**config.mk**
```make
export PLATFORM = sky130hd
export DESIGN_NAME = argmax_classifier
export DESIGN_NICKNAME = d
export VERILOG_FILES = /design/src/rtl/argmax_classifier_pkg.sv /design/src/rtl/argmax_classifier_compare.sv /design/src/rtl/argmax_classifier.sv
export SDC_FILE = /design/constraint.sdc
export NUM_CORES = 1
export LEC_CHECK = 0
export ABC_AREA = 1
export CORE_MARGIN = 3
export CORE_UTILIZATION = 56
export CTS_BUF_LIST = sky130_fd_sc_hd__clkbuf_8
export CTS_CLUSTER_DIAMETER = 60
export DETAILED_ROUTE_END_ITERATION = 10
export HOLD_SLACK_MARGIN = 0.03
export PLACE_DENSITY = 0.89
export SYNTH_ARGS = -nofsm -noshare
export SYNTH_HDL_FRONTEND = slang
export SYNTH_SLANG_ARGS = --single-unit
```
**constraint.sdc**
```tcl
create_clock -name clk -period 4.5 [get_ports clk]
set_clock_uncertainty 0.2 [all_clocks]
set_input_delay 0.9 -clock clk [delete_from_list [all_inputs] [get_ports clk]]
set_output_delay 0.9 -clock clk [all_outputs]
set_load 0.02 [all_outputs]
```
**src/rtl/argmax_classifier_pkg.sv**
```systemverilog
// Shared constants and types for the argmax output-layer classifier.
package argmax_classifier_pkg;

    // Default network shape: ten output-layer scores in signed Q8.8.
    localparam int DEF_NUM_CLASSES = 10;
    localparam int DEF_DATA_W      = 16;

    // Width of the winning-class index presented to the consumer.
    localparam int IDX_W = 4;

    // Most negative Q8.8 value; seeds the runner-up so any real score can displace it.
    localparam logic [DEF_DATA_W-1:0] SCORE_MIN = 16'h8000;

    // Classifier controller states.
    typedef enum logic [1:0] {
        IDLE = 2'd0,
        SCAN = 2'd1,
        DONE = 2'd2
    } state_t;

endpackage

```
**src/rtl/argmax_classifier_compare.sv**
```systemverilog
// One step of the running max / runner-up search over signed scores.
module argmax_compare_unit #(
    parameter int DATA_W = 16,
    parameter int IDX_W  = 4
) (
    input  logic [DATA_W-1:0] best,
    input  logic [DATA_W-1:0] second,
    input  logic [IDX_W-1:0]  best_idx,
    input  logic [DATA_W-1:0] score,
    input  logic [IDX_W-1:0]  idx,
    output logic [DATA_W-1:0] next_best,
    output logic [DATA_W-1:0] next_second,
    output logic [IDX_W-1:0]  next_idx
);

    // Strict greater-than keeps the earliest index on ties and lets an equal score become the runner-up.
    always_comb begin
        next_best   = best;
        next_second = second;
        next_idx    = best_idx;
        if ($signed(score) > $signed(best)) begin
            next_second = best;
            next_best   = score;
            next_idx    = idx;
        end else if ($signed(score) > $signed(second)) begin
            next_second = score;
        end
    end

endmodule

```
**src/rtl/argmax_classifier.sv**
```systemverilog
// Argmax classifier: snapshots the output-layer scores on start, scans one
// class per cycle, and presents winner, its score and the margin to the
// runner-up through a valid/ready handshake.
module argmax_classifier
    import argmax_classifier_pkg::*;
#(
    parameter int NUM_CLASSES = DEF_NUM_CLASSES,
    parameter int DATA_W      = DEF_DATA_W
) (
    input  logic                          clk,
    input  logic                          reset,
    input  logic [NUM_CLASSES*DATA_W-1:0] scores,
    input  logic                          start,
    output logic                          busy,
    output logic                          out_valid,
    input  logic                          out_ready,
    output logic [IDX_W-1:0]              class_idx,
    output logic [DATA_W-1:0]             max_score,
    output logic [DATA_W-1:0]             margin
);

    // Counter must reach NUM_CLASSES so the cycle after the last compare can publish the result.
    localparam int CNT_W = $clog2(NUM_CLASSES + 1);

    state_t                        state;
    logic [NUM_CLASSES*DATA_W-1:0] snap;
    logic [DATA_W-1:0]             best;
    logic [DATA_W-1:0]             second;
    logic [IDX_W-1:0]              best_idx;
    logic [CNT_W-1:0]              scan_idx;

    logic [DATA_W-1:0]             cur_score;
    logic [DATA_W-1:0]             nxt_best;
    logic [DATA_W-1:0]             nxt_second;
    logic [IDX_W-1:0]              nxt_idx;

    // Select the snapshot entry addressed by the scan counter (zero once past the last class).
    always_comb begin
        cur_score = '0;
        for (int k = 0; k < NUM_CLASSES; k++) begin
            if (scan_idx == CNT_W'(k)) begin
                cur_score = snap[k*DATA_W +: DATA_W];
            end
        end
    end

    argmax_compare_unit #(
        .DATA_W (DATA_W),
        .IDX_W  (IDX_W)
    ) u_compare (
        .best        (best),
        .second      (second),
        .best_idx    (best_idx),
        .score       (cur_score),
        .idx         (IDX_W'(scan_idx)),
        .next_best   (nxt_best),
        .next_second (nxt_second),
        .next_idx    (nxt_idx)
    );

    // Controller: snapshot on start, one compare per cycle, publish, then hold until the consumer accepts.
    always_ff @(posedge clk) begin
        if (reset) begin
            state     <= IDLE;
            snap      <= '0;
            best      <= '0;
            second    <= '0;
            best_idx  <= '0;
            scan_idx  <= '0;
            busy      <= 1'b0;
            out_valid <= 1'b0;
            class_idx <= '0;
            max_score <= '0;
            margin    <= '0;
        end else begin
            unique case (state)
                IDLE: begin
                    if (start) begin
                        snap     <= scores;
                        best     <= scores[DATA_W-1:0];
                        best_idx <= '0;
                        second   <= DATA_W'(SCORE_MIN);
                        scan_idx <= CNT_W'(1);
                        busy     <= 1'b1;
                        state    <= SCAN;
                    end
                end
                SCAN: begin
                    if (scan_idx == CNT_W'(NUM_CLASSES)) begin
                        class_idx <= best_idx;
                        max_score <= best;
                        margin    <= best - second;
                        out_valid <= 1'b1;
                        state     <= DONE;
                    end else begin
                        best     <= nxt_best;
                        second   <= nxt_second;
                        best_idx <= nxt_idx;
                        scan_idx <= scan_idx + CNT_W'(1);
                    end
                end
                DONE: begin
                    if (out_ready) begin
                        out_valid <= 1'b0;
                        busy      <= 1'b0;
                        state     <= IDLE;
                    end
                end
                default: begin
                    out_valid <= 1'b0;
                    busy      <= 1'b0;
                    state     <= IDLE;
                end
            endcase
        end
    end

endmodule
```
==> impl_results.html, run 1 <==
<table>
<tr><th>Metric</th><th>Value</th></tr>
<tr><th colspan="2">Logic synthesis</th></tr>
<tr><td>Cells taking the most area after synthesis</td><td>sky130_fd_sc_hd__dfxtp_1 39%, sky130_fd_sc_hd__nor2_1 11%, sky130_fd_sc_hd__o21ai_0 9.5%</td></tr>
<tr><td>Top cells by instance count after synthesis</td><td>369 x sky130_fd_sc_hd__nor2_1, 307 x sky130_fd_sc_hd__nand2_1, 240 x sky130_fd_sc_hd__dfxtp_1, 231 x sky130_fd_sc_hd__o21ai_0, 169 x sky130_fd_sc_hd__inv_1</td></tr>
<tr><td>Cell variety after synth</td><td>41</td></tr>
<tr><td>Number of synthesized flops with an enable pin</td><td>0</td></tr>
<tr><td>Post-synth top flop</td><td>sky130_fd_sc_hd__dfxtp_1</td></tr>
<tr><td>Total standard cell area after synthesis</td><td>12,200 µm²</td></tr>
<tr><td>Post-Synthesis Cells</td><td>~1,800</td></tr>
<tr><td>Synth Area per Inst</td><td>6.71 µm²</td></tr>
<tr><td>Share of the yosys chip area belonging to registers</td><td>39.3%</td></tr>
<tr><td>Synth Register Bits</td><td>between 200 and 250</td></tr>
<tr><td>Proportion of netlist area held by the largest area contributor</td><td>39.3%</td></tr>
<tr><td>Net count after synthesis</td><td>just over 2,000</td></tr>
<tr><td>Post-synth top area cell</td><td>sky130_fd_sc_hd__dfxtp_1</td></tr>
<tr><td>Post-synthesis async set-or-reset flop share</td><td>0%</td></tr>
<tr><td>Most used standard cell by instance count after synthesis</td><td>sky130_fd_sc_hd__nor2_1</td></tr>
<tr><td>Synthesis Warnings</td><td>0</td></tr>
<tr><th colspan="2">Detailed routing</th></tr>
<tr><td>Post-DR wirelength/cell</td><td>16.1 µm</td></tr>
<tr><td>Mean number of vias per cell</td><td>5.39</td></tr>
<tr><td>Initial detailed-routing violation count</td><td>1,228</td></tr>
<tr><td>Vias post-DR</td><td>between 10,000 and 15,000</td></tr>
<tr><td>First-pass detailed-route iteration total</td><td>6</td></tr>
<tr><td>Number of nets still failing antenna checks after routing</td><td>0</td></tr>
<tr><td>Drt drc</td><td>0</td></tr>
<tr><td>Final routed wirelength across all metal layers</td><td>37,100 µm</td></tr>
<tr><th colspan="2">Clocking</th></tr>
<tr><td>Inserted Clock Buffers</td><td>40</td></tr>
<tr><td>TritonCTS clock tree</td><td>done</td></tr>
<tr><td>Clock Tree Root</td><td>sky130_fd_sc_hd__clkbuf_8</td></tr>
<tr><td>H-tree depth</td><td>2</td></tr>
<tr><td>Clock Sink Count</td><td>240</td></tr>
<tr><td>Number of hold buffers added after cts</td><td>0</td></tr>
<tr><td>Clock transition at the registers of the reported paths</td><td>0.06 ns</td></tr>
<tr><td>Clk_lat worst skew</td><td>0.55 ns</td></tr>
<tr><td>Maximum buffer depth of the clock tree</td><td>3</td></tr>
<tr><th colspan="2">Power</th></tr>
<tr><td>Power per cell area</td><td>408 nW/µm²</td></tr>
<tr><td>Net switching fraction of the power</td><td>about a third</td></tr>
<tr><td>Leakage power total</td><td>6.96 nW</td></tr>
<tr><td>Clock group share of total power</td><td>34.0%</td></tr>
<tr><td>Internal power summed over all cells</td><td>4.20 mW</td></tr>
<tr><td>VDD IR max</td><td>0.000222 V</td></tr>
<tr><td>Register share of total power</td><td>a little under two fifths</td></tr>
<tr><td>Combinational power share</td><td>between 20% and 30%</td></tr>
<tr><td>Net switching power</td><td>2.08 mW</td></tr>
<tr><td>Overall power consumption</td><td>6.28 mW</td></tr>
<tr><th colspan="2">Floorplanning</th></tr>
<tr><td>FP Rows</td><td>53</td></tr>
<tr><td>Top-Level Pins</td><td>about 200</td></tr>
<tr><td>Starting utilization of the core area</td><td>57.6%</td></tr>
<tr><td>Die extent in y</td><td>~150 µm</td></tr>
<tr><td>Width of the die</td><td>about 150 µm</td></tr>
<tr><td>Area of the die</td><td>23,600 µm²</td></tr>
<tr><td>Placeable core region</td><td>~21,000 µm²</td></tr>
<tr><th colspan="2">Global routing</th></tr>
<tr><td>Via count of the first global-routing pass</td><td>11,800</td></tr>
<tr><td>First-pass GRT wire length</td><td>between 50,000 and 60,000 µm</td></tr>
<tr><td>GR Util All Layers</td><td>30.5%</td></tr>
<tr><td>Largest net degree at the start of global routing</td><td>104</td></tr>
<tr><td>Number of antenna violations at the first check in global routing</td><td>0</td></tr>
<tr><td>Grt ovf</td><td>0</td></tr>
<tr><th colspan="2">Critical path</th></tr>
<tr><td>Top cell by count, worst path</td><td>sky130_fd_sc_hd__nand2_1</td></tr>
<tr><td>Crit start category</td><td>flop</td></tr>
<tr><td>Levels on crit path</td><td>25</td></tr>
<tr><td>Worst reg2reg path depth</td><td>25</td></tr>
<tr><td>Worst endpoint data arrival time</td><td>4.50 ns</td></tr>
<tr><td>Category of the critical setup timing path</td><td>flop to flop</td></tr>
<tr><td>Worst Path Max Fanout</td><td>7</td></tr>
<tr><td>Peak per-stage delay on the critical path</td><td>0.49 ns</td></tr>
<tr><td>Data required time at the worst endpoint</td><td>4.76 ns</td></tr>
<tr><td>Family of cells with the greatest summed delay on the critical path</td><td>simple AND/OR/NAND/NOR gates</td></tr>
<tr><td>Critical-path top delay cell</td><td>sky130_fd_sc_hd__nor2_2</td></tr>
<tr><td>Kind of capture point of the worst setup path</td><td>flop</td></tr>
<tr><td>Buf+Inv Stages, Crit Path</td><td>7</td></tr>
<tr><th colspan="2">Finish</th></tr>
<tr><td># fillers</td><td>1,715</td></tr>
<tr><td>Number of diodes</td><td>0</td></tr>
<tr><td>Share of layout cells above drive strength 1</td><td>7.49%</td></tr>
<tr><td>Post-route cell area</td><td>~15,000 µm²</td></tr>
<tr><td>Signed area change from the synthesized netlist to the final layout</td><td>25.9%</td></tr>
<tr><td>Net total in the final layout</td><td>between 2,000 and 2,500</td></tr>
<tr><th colspan="2">Worst hold path</th></tr>
<tr><td>Hold Path Depth</td><td>2</td></tr>
<tr><td>Worst Hold Class</td><td>flop to flop</td></tr>
<tr><th colspan="2">Outcome</th></tr>
<tr><td>Outcome</td><td>completed</td></tr>
<tr><th colspan="2">Timing</th></tr>
<tr><td>Minimum clock period after layout</td><td>4.24 ns</td></tr>
<tr><td>Worst relative slew slack</td><td>a little under half</td></tr>
<tr><td>Fin. Hold Viols</td><td>0</td></tr>
<tr><td>Final setup viols</td><td>0</td></tr>
<tr><td>Slew at the pin with the worst max-slew slack</td><td>a little under 0.8 ns</td></tr>
<tr><td>Achievable clock frequency</td><td>236 MHz</td></tr>
<tr><td>Pins Over Slew Limit</td><td>0</td></tr>
<tr><td>Post-route clock period utilization</td><td>94.3%</td></tr>
<tr><td>Post-route worst setup slack</td><td>0.256 ns</td></tr>
<tr><th colspan="2">Place</th></tr>
<tr><td>GP Congestion</td><td>~0.95</td></tr>
<tr><td>Final HPWL from detailed placement</td><td>27,600 µm</td></tr>
<tr><td>Instance area at placement</td><td>14,400 µm²</td></tr>
<tr><td>DP Worst Slack</td><td>0.214 ns</td></tr>
<tr><td>IO Port Bufs</td><td>~200</td></tr>
<tr><th colspan="2">Flow run</th></tr>
<tr><td>Number of max-capacitance violations reported</td><td>0</td></tr>
</table>
==> per-layer routing <==
metal | vias up | routed length, µm | global-route usage [%]
li1 | 6207 | - | -
met1 | 5605 | 16000 | 41.9
met2 | 525 | 16800 | 48.1
met3 | 82 | 3230 | 6.05
met4 | 0 | 1120 | 10.4
met5 | - | 0 | 0
==> final timing paths <==
kind                                               start                endpoint  slack (ns)
worst max register to register  scan_idx[1]$_SDFFE_PP0P_  second[9]$_SDFFE_PP0P_        0.26
worst min register to register     snap[86]$_SDFFE_PP0P_   snap[86]$_SDFFE_PP0P_        0.25
worst min-delay path               snap[86]$_SDFFE_PP0P_   snap[86]$_SDFFE_PP0P_        0.25
worst max-delay path            scan_idx[1]$_SDFFE_PP0P_  second[9]$_SDFFE_PP0P_        0.26
==> stage by stage <==
step	setup TNS [ns]	hold WS (ns)	utilization, %	cells
after global placement	0	0.235	67.9	2226
after detailed placement	0	0.240	67.9	2226
after global routing	-0.0476	0.270	72.5	2304
after CTS	0	0.249	72.2	2299
after floorplan	0	0.225	-	1822
final	0	0.250	72.5	2304
==> timing repair <==
item,4_1_cts,5_1_grt
setup buffers,0,4
gates resized for setup,0,17
endpoints found under the setup margin,0,36
==> sequential cells by signal, summed over array words and instances, names as in the netlist <==
name       flops
best          16
class_idx      4
best_idx       4
busy           1
state          2
margin        16
out_valid      1
second        16
max_score     16
snap         160
scan_idx       4
==> worst min-delay path, cell delays in order, from the launching register on <==
cell,delay (ns)
sky130_fd_sc_hd__dfxtp_1,0.30
sky130_fd_sc_hd__inv_1,0.06
sky130_fd_sc_hd__a21oi_1,0.05
==> cell families (layout without fill, tap and decap cells) <==
family                     after synthesis  after routing  synth area share [%]
AOI/OAI and AO/OA                      391            391                  16.6
DFF                                    240            240                  39.3
buffers and inverters                  279            486                  9.04
adders and majority gates               52             52                  5.38
xor gates and xnor gates                10             10                 0.716
and+or+nand+nor                        850            850                  28.9
==> cell usage in the layout, fill, tap and decap left out, types with 7 or more instances in the layout <==
cell type and count:
sky130_fd_sc_hd__nor2_1 368, sky130_fd_sc_hd__nand2_1 306, sky130_fd_sc_hd__dfxtp_1 240, sky130_fd_sc_hd__o21ai_0 231
sky130_fd_sc_hd__clkdlybuf4s50_1 201, sky130_fd_sc_hd__inv_1 177, sky130_fd_sc_hd__a21oi_1 110, sky130_fd_sc_hd__nand3_1 96
sky130_fd_sc_hd__clkbuf_8 54, sky130_fd_sc_hd__ha_1 48, sky130_fd_sc_hd__buf_4 26, sky130_fd_sc_hd__o21ai_1 21
sky130_fd_sc_hd__or2_2 19, sky130_fd_sc_hd__nand4_1 13, sky130_fd_sc_hd__nand3b_1 11, sky130_fd_sc_hd__or2_1 10
sky130_fd_sc_hd__xor2_1 9, sky130_fd_sc_hd__nor2_4 8, sky130_fd_sc_hd__nor3_1 8, sky130_fd_sc_hd__inv_2 7
==> power by group through the flow <==
stage,Clock [mW],Combinational (mW),Sequential (mW)
after floorplan,0,1.13,2.40
after global placement,0,1.65,2.44
after detailed placement,0,1.68,2.44
after CTS,2.15,1.69,2.40
after global routing,2.25,1.95,2.42
final,2.14,1.74,2.40
==> layout make-up <==
type	instances	area (µm²)	area share [%]
Clock inverter	19	160	1.04
Timing Repair inverter	1	7.51	0.0488
Clock buffer	54	743	4.83
Tap cell	275	344	2.24
Sequential cell	240	4800	31.2
Multi-Input combinational cell	1303	6360	41.3
Timing Repair Buffer	231	2280	14.8
Inverter	181	696	4.52
Note: power is estimated with default switching activity, not from simulation.
==> run 2: changes to the inputs <==
Settings changed: ABC_CLOCK_PERIOD_IN_PS from default to 4500.
==> results of run 2 <==
No change in the layout: final DEF, timing and power equal those of run 1.
==> run 3: changes to the inputs <==
Settings changed: TNS_END_PERCENT from default to 20.
==> impl_results.html, run 3 (synthesized netlist as in run 1, its figures left out) <==
<table>
<tr><th>Metric</th><th>Value</th></tr>
<tr><th colspan="2">Outcome</th></tr>
<tr><td>Outcome</td><td>completed (unchanged)</td></tr>
<tr><th colspan="2">Global routing</th></tr>
<tr><td>Largest net degree at the start of global routing</td><td>104 (unchanged)</td></tr>
<tr><td>Via count of the first global-routing pass</td><td>11,800 (unchanged)</td></tr>
<tr><td>GR Util All Layers</td><td>30.5% (unchanged)</td></tr>
<tr><td>Grt ovf</td><td>0 (unchanged)</td></tr>
<tr><td>Number of antenna violations at the first check in global routing</td><td>0 (unchanged)</td></tr>
<tr><td>First-pass GRT wire length</td><td>59,000 µm (unchanged)</td></tr>
<tr><th colspan="2">Timing</th></tr>
<tr><td>Post-route worst setup slack</td><td>0.257 ns (was 0.256 ns)</td></tr>
<tr><td>Setup repair after global routing missed its margin</td><td>yes</td></tr>
<tr><td>Post-route clock period utilization</td><td>94.3% (about the same)</td></tr>
<tr><td>Slew at the pin with the worst max-slew slack</td><td>0.777 ns (was 0.792 ns)</td></tr>
<tr><td>Minimum clock period after layout</td><td>4.24 ns (about the same)</td></tr>
<tr><td>Fin. Hold Viols</td><td>0 (unchanged)</td></tr>
<tr><td>Achievable clock frequency</td><td>236 MHz (about the same)</td></tr>
<tr><td>Pins Over Slew Limit</td><td>0 (unchanged)</td></tr>
<tr><td>Worst relative slew slack</td><td>48.2% (was 47.2%)</td></tr>
<tr><td>Final setup viols</td><td>0 (unchanged)</td></tr>
<tr><th colspan="2">Floorplanning</th></tr>
<tr><td>Top-Level Pins</td><td>202 (unchanged)</td></tr>
<tr><td>Starting utilization of the core area</td><td>57.6% (unchanged)</td></tr>
<tr><td>FP Rows</td><td>53 (unchanged)</td></tr>
<tr><td>Placeable core region</td><td>21,200 µm² (unchanged)</td></tr>
<tr><td>Area of the die</td><td>23,600 µm² (unchanged)</td></tr>
<tr><td>Die extent in y</td><td>154 µm (unchanged)</td></tr>
<tr><td>Width of the die</td><td>154 µm (unchanged)</td></tr>
<tr><th colspan="2">Finish</th></tr>
<tr><td>Net total in the final layout</td><td>2,211 (was 2,214)</td></tr>
<tr><td>Number of diodes</td><td>0 (unchanged)</td></tr>
<tr><td>Share of layout cells above drive strength 1</td><td>7.31% (was 7.49%)</td></tr>
<tr><td>Share of the core filled with cells in the final layout</td><td>72.4% (was 72.5%)</td></tr>
<tr><td>Register with the most flip-flops</td><td>snap (unchanged)</td></tr>
<tr><td>Max reg flops</td><td>160 (unchanged)</td></tr>
<tr><td>Leading cell types in the layout, fill and taps excluded</td><td>368 x sky130_fd_sc_hd__nor2_1, 306 x sky130_fd_sc_hd__nand2_1, 240 x sky130_fd_sc_hd__dfxtp_1 (unchanged)</td></tr>
<tr><td>Most frequent standard cell in the layout excluding fill and tap cells</td><td>sky130_fd_sc_hd__nor2_1 (unchanged)</td></tr>
<tr><td>Signed area change from the synthesized netlist to the final layout</td><td>25.7% (was 25.9%)</td></tr>
<tr><td># fillers</td><td>1,719 (was 1,715)</td></tr>
<tr><th colspan="2">Place</th></tr>
<tr><td>GP Congestion</td><td>0.951 (unchanged)</td></tr>
<tr><td>Final HPWL from detailed placement</td><td>27,600 µm (unchanged)</td></tr>
<tr><td>IO Port Bufs</td><td>201 (unchanged)</td></tr>
<tr><td>DP Worst Slack</td><td>0.214 ns (unchanged)</td></tr>
<tr><th colspan="2">Detailed routing</th></tr>
<tr><td>Initial detailed-routing violation count</td><td>1,142 (was 1,228)</td></tr>
<tr><td>First-pass detailed-route iteration total</td><td>5 (was 6)</td></tr>
<tr><td>Drt drc</td><td>0 (unchanged)</td></tr>
<tr><td>Number of nets still failing antenna checks after routing</td><td>0 (unchanged)</td></tr>
<tr><td>Mean number of vias per cell</td><td>5.37 (was 5.39)</td></tr>
<tr><td>Post-DR wirelength/cell</td><td>16.1 µm (about the same)</td></tr>
<tr><td>Final routed wirelength across all metal layers</td><td>37,000 µm (was 37,100 µm)</td></tr>
<tr><td>Vias post-DR</td><td>12,400 (about the same)</td></tr>
<tr><th colspan="2">Critical path</th></tr>
<tr><td>Kind of capture point of the worst setup path</td><td>flop (unchanged)</td></tr>
<tr><td>Worst Path Max Fanout</td><td>7 (unchanged)</td></tr>
<tr><td>Critical-path top delay cell</td><td>sky130_fd_sc_hd__nor2_2 (unchanged)</td></tr>
<tr><td>Crit start category</td><td>flop (unchanged)</td></tr>
<tr><td>Category of the critical setup timing path</td><td>flop to flop (unchanged)</td></tr>
<tr><td>Family of cells with the greatest summed delay on the critical path</td><td>simple AND/OR/NAND/NOR gates (unchanged)</td></tr>
<tr><td>Buf+Inv Stages, Crit Path</td><td>7 (unchanged)</td></tr>
<tr><td>Data required time at the worst endpoint</td><td>4.76 ns (about the same)</td></tr>
<tr><td>Setup slack of the worst register-to-register path</td><td>0.26 ns (about the same)</td></tr>
<tr><td>Worst endpoint data arrival time</td><td>4.50 ns (about the same)</td></tr>
<tr><td>Top cell by count, worst path</td><td>sky130_fd_sc_hd__nand2_1 (unchanged)</td></tr>
<tr><td>Peak per-stage delay on the critical path</td><td>0.47 ns (was 0.49 ns)</td></tr>
<tr><th colspan="2">Clocking</th></tr>
<tr><td>Clock Sink Count</td><td>240 (unchanged)</td></tr>
<tr><td>Inserted Clock Buffers</td><td>40 (unchanged)</td></tr>
<tr><td>Clock transition at the registers of the reported paths</td><td>0.06 ns (about the same)</td></tr>
<tr><td>H-tree depth</td><td>2 (unchanged)</td></tr>
<tr><td>TritonCTS clock tree</td><td>done (unchanged)</td></tr>
<tr><td>Clock Tree Root</td><td>sky130_fd_sc_hd__clkbuf_8 (unchanged)</td></tr>
<tr><td>Clk_lat worst skew</td><td>0.55 ns (about the same)</td></tr>
<tr><td>Maximum buffer depth of the clock tree</td><td>3 (unchanged)</td></tr>
<tr><th colspan="2">Power</th></tr>
<tr><td>Power per cell area</td><td>408 nW/µm² (about the same)</td></tr>
<tr><td>Leakage power total</td><td>6.94 nW (was 6.96 nW)</td></tr>
<tr><td>VDD IR max</td><td>0.000223 V (was 0.000222 V)</td></tr>
<tr><th colspan="2">Flow run</th></tr>
<tr><td>Number of max-capacitance violations reported</td><td>0 (unchanged)</td></tr>
<tr><th colspan="2">Worst hold path</th></tr>
<tr><td>Worst Hold Class</td><td>flop to flop (unchanged)</td></tr>
</table>
==> run 3: cell type report <==
type                       instances  area (µm²)  area share, %
clock inverter                    19         160           1.04
sequential                       240        4800           31.3
inverter                         181         696           4.53
clock buffer                      54         743           4.84
timing repair buffer             228        2260           14.7
tap                              275         344           2.24
multi-input combinational       1303        6360           41.4
timing repair inverter             1        7.51         0.0489
==> run 3: path summary, 6_finish.rpt <==
check / end / from / depth (start not counted)
max: second[9]$_SDFFE_PP0P_ / scan_idx[1]$_SDFFE_PP0P_ / 25
min: snap[86]$_SDFFE_PP0P_ / snap[86]$_SDFFE_PP0P_ / 2
max reg2reg: second[9]$_SDFFE_PP0P_ / scan_idx[1]$_SDFFE_PP0P_ / 25
min reg2reg: snap[86]$_SDFFE_PP0P_ / snap[86]$_SDFFE_PP0P_ / 2
==> run 3: per-layer routing <==
layer	up-vias	track usage, %	routed length, µm
li1	6193	-	-
met1	5566	41.9	15900
met2	525	48.1	16800
met3	81	6.05	3200
met4	0	10.4	1110
met5	-	0	0
==> run 3: worst reg2reg max path, delay by kind of cell, from the launching register on <==
family	cells	cell delay, ns
AND/OR/NAND/NOR	12	1.41
flip-flops	1	0.35
buffers and inverters	7	0.96
adder cells (fa/ha/maj)	2	0.52
AO/OA/AOI/OAI	4	0.72
==> run 3: timing repair <==
item | in CTS | in global routing
setup endpoints to repair | 0 | 36
gates resized for setup | 0 | 16
hold buffers | 0 | 0
buffers inserted | 0 | 1
==> run 3: report_power, final <==
part	leakage, nW	internal, mW	switching (mW)
registers	1.98	2.29	0.113
clock network	0.509	1.25	0.894
logic	4.46	0.661	1.07
==> run 3: metrics by stage <==
| step | total power [mW] | TNS (ns) | instances | hold slack, ns | area [µm²] |
|---|---|---|---|---|---|
| floorplan | 3.53 | 0 | 1822 | 0.225 | 12200 |
| global placement | 4.09 | 0 | 2226 | 0.235 | 14400 |
| detailed placement | 4.12 | 0 | 2226 | 0.240 | 14400 |
| CTS | 6.25 | 0 | 2299 | 0.249 | 15300 |
| global route | 6.61 | -0.0803 | 2301 | 0.270 | 15400 |
| finish | 6.27 | 0 | 2301 | 0.252 | 15400 |
